File: src/rtl/adr_multiport_regfile_pkg.sv
// Shared ADR definitions used by the integer register file and its clear sequencer.
package adr_multiport_regfile_pkg;

  localparam int ADR_XLEN          = 32;
  localparam int ADR_NUM_ARCH_REGS = 32;

  typedef enum logic {
    RF_CLEAR = 1'b0,
    RF_READY = 1'b1
  } rf_clr_state_e;

endpackage

File: src/rtl/adr_rf_clear_seq.sv
// Post-reset clear sequencer: walks every entry once writing zero, then holds READY.
//   state    | meaning
//   RF_CLEAR | zeroing entry clr_cnt each edge; user writes ignored, reads return 0
//   RF_READY | array cleared, user ports live until the next reset
module adr_rf_clear_seq
  import adr_multiport_regfile_pkg::*;
#(
  parameter int DEPTH = ADR_NUM_ARCH_REGS
) (
  input  logic                     clk,
  input  logic                     reset,
  output logic                     clr_we,
  output logic [$clog2(DEPTH)-1:0] clr_addr,
  output logic                     ready_o
);

  localparam int AW = $clog2(DEPTH);

  rf_clr_state_e state, state_nxt;
  logic [AW-1:0] clr_cnt, clr_cnt_nxt;

  always_ff @(posedge clk or posedge reset) begin
    if (reset) begin
      state   <= RF_CLEAR;
      clr_cnt <= '0;
    end else begin
      state   <= state_nxt;
      clr_cnt <= clr_cnt_nxt;
    end
  end

  always_comb begin
    state_nxt   = state;
    clr_cnt_nxt = clr_cnt;
    if (state == RF_CLEAR) begin
      clr_cnt_nxt = clr_cnt + AW'(1);
      if (clr_cnt == AW'(DEPTH - 1)) state_nxt = RF_READY;
    end
  end

  // Outputs decode the state register only, so ready_o has no input-to-output path.
  always_comb begin
    clr_we   = (state == RF_CLEAR);
    clr_addr = clr_cnt;
    ready_o  = (state == RF_READY);
  end

endmodule

File: src/rtl/adr_multiport_regfile.sv
// Multi-port integer register file: registered reads, prioritised writes, optional
// write-first bypass and hardwired-zero entry 0; storage is zeroed by a clear sequence.
module adr_multiport_regfile
  import adr_multiport_regfile_pkg::*;
#(
  parameter int XLEN     = ADR_XLEN,
  parameter int DEPTH    = ADR_NUM_ARCH_REGS,
  parameter int NUM_RD   = 2,
  parameter int NUM_WR   = 1,
  parameter bit ZERO_REG = 1'b1,
  parameter bit BYPASS   = 1'b1
) (
  input  logic                                  clk,
  input  logic                                  reset,
  input  logic [NUM_RD-1:0]                     rd_en_i,
  input  logic [NUM_RD-1:0][$clog2(DEPTH)-1:0]  rd_addr_i,
  output logic [NUM_RD-1:0][XLEN-1:0]           rd_data_o,
  input  logic [NUM_WR-1:0]                     wr_en_i,
  input  logic [NUM_WR-1:0][$clog2(DEPTH)-1:0]  wr_addr_i,
  input  logic [NUM_WR-1:0][XLEN-1:0]           wr_data_i,
  output logic                                  ready_o
);

  localparam int AW = $clog2(DEPTH);

  logic [XLEN-1:0]              mem [DEPTH];
  logic                         clr_we;
  logic [AW-1:0]                clr_addr;
  logic [NUM_RD-1:0][XLEN-1:0]  rd_next;

  // Addresses beyond DEPTH and the hardwired zero entry neither store nor return data.
  function automatic logic live_addr(input logic [AW-1:0] a);
    return (32'(a) < 32'(DEPTH)) && !(ZERO_REG && (a == '0));
  endfunction

  adr_rf_clear_seq #(
    .DEPTH (DEPTH)
  ) u_clear_seq (
    .clk      (clk),
    .reset    (reset),
    .clr_we   (clr_we),
    .clr_addr (clr_addr),
    .ready_o  (ready_o)
  );

  // Later loop iterations override earlier ones, so the highest write port wins.
  always_ff @(posedge clk) begin
    if (clr_we) begin
      mem[clr_addr] <= '0;
    end else begin
      for (int w = 0; w < NUM_WR; w++) begin
        if (wr_en_i[w] && live_addr(wr_addr_i[w])) mem[wr_addr_i[w]] <= wr_data_i[w];
      end
    end
  end

  always_comb begin
    rd_next = '0;
    for (int r = 0; r < NUM_RD; r++) begin
      if (ready_o && live_addr(rd_addr_i[r])) begin
        rd_next[r] = mem[rd_addr_i[r]];
        if (BYPASS) begin
          for (int w = 0; w < NUM_WR; w++) begin
            if (wr_en_i[w] && (wr_addr_i[w] == rd_addr_i[r])) rd_next[r] = wr_data_i[w];
          end
        end
      end
    end
  end

  always_ff @(posedge clk or posedge reset) begin
    if (reset) begin
      rd_data_o <= '0;
    end else begin
      for (int r = 0; r < NUM_RD; r++) begin
        if (rd_en_i[r]) rd_data_o[r] <= rd_next[r];
      end
    end
  end

endmodule

File: config.mk
export PLATFORM = sky130hd
export DESIGN_NAME = adr_multiport_regfile
export DESIGN_NICKNAME = d
export VERILOG_FILES = /design/src/rtl/adr_multiport_regfile_pkg.sv /design/src/rtl/adr_rf_clear_seq.sv /design/src/rtl/adr_multiport_regfile.sv
export SDC_FILE = /design/constraint.sdc
export NUM_CORES = 1
export LEC_CHECK = 0
export ABC_CLOCK_PERIOD_IN_PS = 5300
export CAP_MARGIN = 20
export CORE_MARGIN = 2
export CORE_UTILIZATION = 60
export CTS_BUF_LIST = sky130_fd_sc_hd__clkbuf_2
export CTS_CLUSTER_SIZE = 25
export DETAILED_ROUTE_END_ITERATION = 8
export HOLD_SLACK_MARGIN = 0.1
export PLACE_DENSITY = 0.77
export REMOVE_ABC_BUFFERS = 1
export SLEW_MARGIN = 40
export SYNTH_ARGS = -nofsm -noshare
export SYNTH_HDL_FRONTEND = slang
export SYNTH_SLANG_ARGS = --single-unit
File: constraint.sdc
create_clock -name clk -period 5.3 [get_ports clk]
set_input_delay 0.53 -clock clk [delete_from_list [all_inputs] [get_ports clk]]
set_output_delay 0.53 -clock clk [all_outputs]
set_load 0.1 [all_outputs]
Yosys cells after proc, flatten, opt, wreduce, memory -nomap -nowiden. Memories as Yosys holds them, arrays and structs flattened. Index checks and enable logic that the tools add are counted.

Bits of input ports: 52. Bits in writable memories: 1024. Flip-flop bits (word level): 70. Memories kept: 1. Word-level logic and storage cells: 34.

Memories: mem (depth 32, bits a word 32, rd ports 2, clocked after memory_dff 0, wr ports 1, RTL line adr_multiport_regfile.sv:26) `logic [XLEN-1:0] mem [DEPTH];`.

Reduce and logical (&&, ||, !) cells: 12. Add/sub/neg operators: 1. Mux-type cells: 13. Equality and inequality tests: 3.

Operators with widths (number): $mux W32 (5); $reduce_or A32 Y1 (1); $logic_not A5 Y1 (3); $eq A5 B5 Y1 (2); $mux W1 (7); $add A5 B1 Y5 const B (1); $eq A5 B5 Y1 const B (1); $logic_and A1 B1 Y1 (5); $mux W5 (1); $logic_not A1 Y1 (3).

Logic depth before layout (Yosys ltp).
Depth after elaboration: 8. Depth in mapped cells: 9. Mapped depth without buffers: 5.

Cells and area by module. A second synthesis with hierarchy kept.

Cell total of the unflattened synthesis: 2770. Area, all modules: 50842.5 sq um.

Modules (own cells, without submodules): adr_multiport_regfile (cells an instance 2750, area each 50534.7 sq um, sequential area each 32351.0 sq um, times used 1); adr_rf_clear_seq (cells an instance 20, area each 307.8 sq um, sequential area each 150.1 sq um, times used 1).

Worst setup path after synthesis. No wires, ideal clock.

Path kind: reg2reg. Start: reg u_clear_seq.state (netlist: u_clear_seq.ready_o). End: mem mem[16][0] (netlist bit) (enable). Arrival: 3.476 ns. Clock period less this slack: 3.897 ns. Setup slack: 1.403 ns. Setup time: 0.421 ns. Stages on the path, launching flop included: 7. Buffers on the path: 2. Path through: dfrtp_1 > clkbuf_1 > o311a_1 > buf_2 > mux2i_1 > nand2_1 > nor2_1.

Word-level cells in the longest chain between the ends: 4. Elaborated cells between the ends (all ways): 6. Classes of those cells: mux (5); reduce/logical (1).

Ends and longest elaborated chain: start, declared (RTL line adr_rf_clear_seq.sv:19) `rf_clr_state_e state, state_nxt;`; start signal, assigned (RTL line adr_rf_clear_seq.sv:27) `state <= state_nxt;`; $mux W1 (RTL line adr_multiport_regfile.sv:48) `if (clr_we) begin`; $mux W1 (implied by the code) (RTL line adr_multiport_regfile.sv:52) `if (wr_en_i[w] && live_addr(wr_addr_i[w])) mem[wr_addr_i[w]] <= wr_data_i[w];`; $reduce_or A32 Y1 (no line); $mux W5 (no line) / $mux W1 (equally long branches); end, declared (RTL line adr_multiport_regfile.sv:26).

Parallel ways exist; a longest one is shown, timed or not.

Final worst setup path.
Start: reg u_clear_seq.state (netlist: u_clear_seq.ready_o). End: mem mem[18][16] (netlist bit) (enable).

Same word-level chain as after synthesis.

==> impl_metrics.tcl <==
set metrics [dict create \
    ir_worst_vdd_v 0.000249 \
    cts_sinks 1094 \
    antenna_found_initial 9 \
    drv_slew 0 \
    nets 3141 \
    asyncSetResetFlopFracSynth_pct 6.40 \
    port_buffers 116 \
    placed_area_um2 53400 \
    post-synth-top-area-cell "edfxtp_1" \
    dieArea_um2 87300 \
    p_leak_nw 20.5 \
    path_max_fanout 22 \
    worstPathRequired_ns 6.39 \
    ys_warn_count 0 \
    core.rowCount 106 \
    cts_tree "done" \
    synth-main-ff-cell "edfxtp_1" \
    vias 32800 \
    skew_ns 0.194 \
    routed_wl_mm 157 \
    min_period_ns 3.59 \
    syn_area_um2 51000 \
    gr-total-overflow 0 \
    p_seq_share_pct 54.2 \
    antenna_left 0 \
    final_hold_viol_count 0 \
    place.detailed.hpwl_mm 91.2 \
    clk_pin_slew_ns 0.11 \
    ff_latch_area_um2 32500 \
    grt.total_usage_pct 36.9 \
    synth-seq-area-share_pct 63.8 \
    post_cts_resized 0 \
    die_w_um 295 \
    die_h_um 295 \
    crit_path_start_kind "register" \
    post_drt_via_cell_ratio 7.42 \
    synth_edf_count 1024 \
    grt_pass1_wl_mm 226 \
    drive_gt1_share_pct 34.3 \
    synth_common_cells "1,024 x edfxtp_1, 440 x mux4_2, 193 x mux2i_1" \
    cp_slowest_cell "dfrtp_1" \
    synthToLayoutAreaGrowth_pct 10.9 \
    grt_max_degree 93 \
    critPathKind "register to register" \
    grt_pass1_vias 33200 \
    yosys.area.top_type_share_pct 60.3 \
    gp_congestion 0.901 \
    cts_root_buf "clkbuf_2" \
    htreeDepth 5 \
    cp.arrival_ns 4.68 \
    critPathCaptureType "register" \
    fill_cells 5492 \
    clkPwrFrac_pct 33.7 \
    reg2reg_from "u_clear_seq.ready_o" \
    grt_setup_unrepaired "no" \
    multi_input_area_um2 17300 \
    initialDrtViolationCount 5221 \
    fin_area_um2 56500 \
    cap_violations 0 \
    setup_tns_ns 0 \
    clock_latency_ns 1.54 \
    slowest_delay_ns 0.81 \
    drc 0 \
    yosysMostFrequentCell "edfxtp_1" \
    final_util_pct 67.4 \
    max_slew.worst_pin.slew_ns 0.946 \
    setup_violations 0 \
    crit_chain "o311a_2, mux2i_1, nand2_1, nor2_4, buf_12" \
    avgSynthCellArea_um2 18.5 \
    cts_made_buffers 289 \
    ff2ff_setup_slack_ns 1.71 \
    yosysUniqueCellTypes 52 \
    timing.fmax_ghz 0.278 \
    start_util_pct 60.8 \
    swShare_pct 28.6 \
    comb_power_share_pct 12.2 \
    synthTopCellsByArea "edfxtp_1 60%, mux4_2 19%, mux2i_1 3.8%" \
    hold_path_class "primary input to register" \
    outcome "finished clean" \
    synth_seq_cells 1094 \
    cts_setup_buffers 0 \
    cp-startpoint "u_clear_seq.ready_o" \
    synthesis.instances 2753 \
    drtPass1Iterations 6 \
    power.internal_mw 12.6 \
    core_area_um2 83800 \
    ioPinCount 117 \
    p_sw_mw 5.06 \
    worstReg2RegEnd "mem[18][16]" \
    fin_crit_sh_pct 67.8 \
    r2r_cells 5 \
    avgRoutedWirePerCell_um 35.6 \
    slew_headroom_pct 36.9 \
    clock_path_buffers 4 \
    cp-endpoint "mem[18][16]" \
    pwr_density_cell_nw_per_um2 313 \
]
==> registers in the layout (all words and copies together), names as in the netlist <==
signal and cells:
mem 1024, rd_data_o 64, u_clear_seq.clr_addr 5, u_clear_seq.ready_o 1
==> power groups by stage <==
stage | Combinational, mW | Clock, mW | Sequential, mW
final | 2.15 | 5.96 | 9.59
after global routing | 2.22 | 6.42 | 9.60
after CTS | 2.11 | 5.97 | 9.58
after detailed placement | 2.06 | 0 | 9.78
after global placement | 2.08 | 0 | 9.78
after floorplan | 0.726 | 0 | 10.3
==> layout make-up <==
cell class,instances,area share [%]
Antenna cell,7,0.0310
Multi-Input combinational cell,1366,30.7
Clock buffer,416,3.68
Tap cell,1134,2.51
Inverter,68,0.469
Timing Repair Buffer,268,4.28
Clock inverter,70,0.861
Sequential cell,1094,57.5
==> through the flow <==
stage | setup WS (ns) | instances | power (mW) | hold WS, ns
after floorplan | 1.03 | 2528 | 11.0 | 0.476
after global placement | 1.27 | 3870 | 11.9 | 0.534
final | 1.71 | 4423 | 17.7 | 0.251
after CTS | 1.85 | 4414 | 17.7 | 0.122
after detailed placement | 1.11 | 3873 | 11.8 | 0.541
after global routing | 1.66 | 4417 | 18.2 | 0.126
==> repair_timing <==
| item | CTS | global route |
|---|---|---|
| setup endpoints to repair | 0 | 0 |
| hold buffers | 55 | 0 |
| endpoints found under the hold margin | 591 | 0 |
==> worst max-delay path: cells and delay by family, from the launching register on <==
family          cells  cell delay (ns)
buf+inv             1             0.27
flops               1             0.81
compound gates      1             0.63
mux                 1             0.50
simple gates        2             0.99
==> logic make-up (layout without fill, tap and decap cells) <==
kind of cell	Yosys count	in the layout	share of synthesized area, %
AOI/OAI and AO/OA	492	492	7.12
xor gates and xnor gates	13	13	0.223
muxes	645	645	23.7
other	0	7	0
and+or+nand+nor	214	214	2.16
adders and majority gates	2	2	0.0491
buffers and inverters	293	822	2.96
DFF	1094	1094	63.8
==> worst min-delay path by stage <==
stage / startpoint / end / slack, ns / depth (start not counted)
2_1_floorplan: u_clear_seq.clr_addr[3] / u_clear_seq.clr_addr[3] / 0.48 / 1
3_3_place_gp: rd_data_o[7] / rd_data_o[7] / 0.53 / 2
3_5_place_dp: rd_data_o[29] / rd_data_o[29] / 0.54 / 2
4_1_cts: rd_addr_i[7] / rd_data_o[37] / 0.12 / 5
5_1_grt: rd_addr_i[7] / rd_data_o[37] / 0.13 / 5
6_report: rd_addr_i[7] / rd_data_o[37] / 0.25 / 5
==> per-layer routing <==
layer  routed length, µm  track usage (%)  up-vias
met2               71500             54.8     3211
met4                7430             16.4        8
li1                    -                -    12600
met1               52900             49.2    16500
met3               25400             13.8      543
met5                  79                0        -
==> cells in the final DEF (no fill, tap or decap), types with 33 or more instances in the layout <==
cell / count
a221oi_1: 64
edfxtp_1: 1024
a22o_1: 33
buf_2: 68
clkdlybuf4s50_1: 43
dlygate4sd3_1: 55
nor2_4: 33
o211ai_1: 34
mux2i_1: 191
a22oi_1: 63
o21ai_0: 66
inv_1: 64
clkinv_1: 50
mux4_2: 440
o22ai_1: 64
clkbuf_2: 417
a21o_1: 62
or4_1: 33
nand2_1: 80
dfrtp_1: 70
buf_4: 73
No activity file was read; power rests on OpenSTA's default activity.
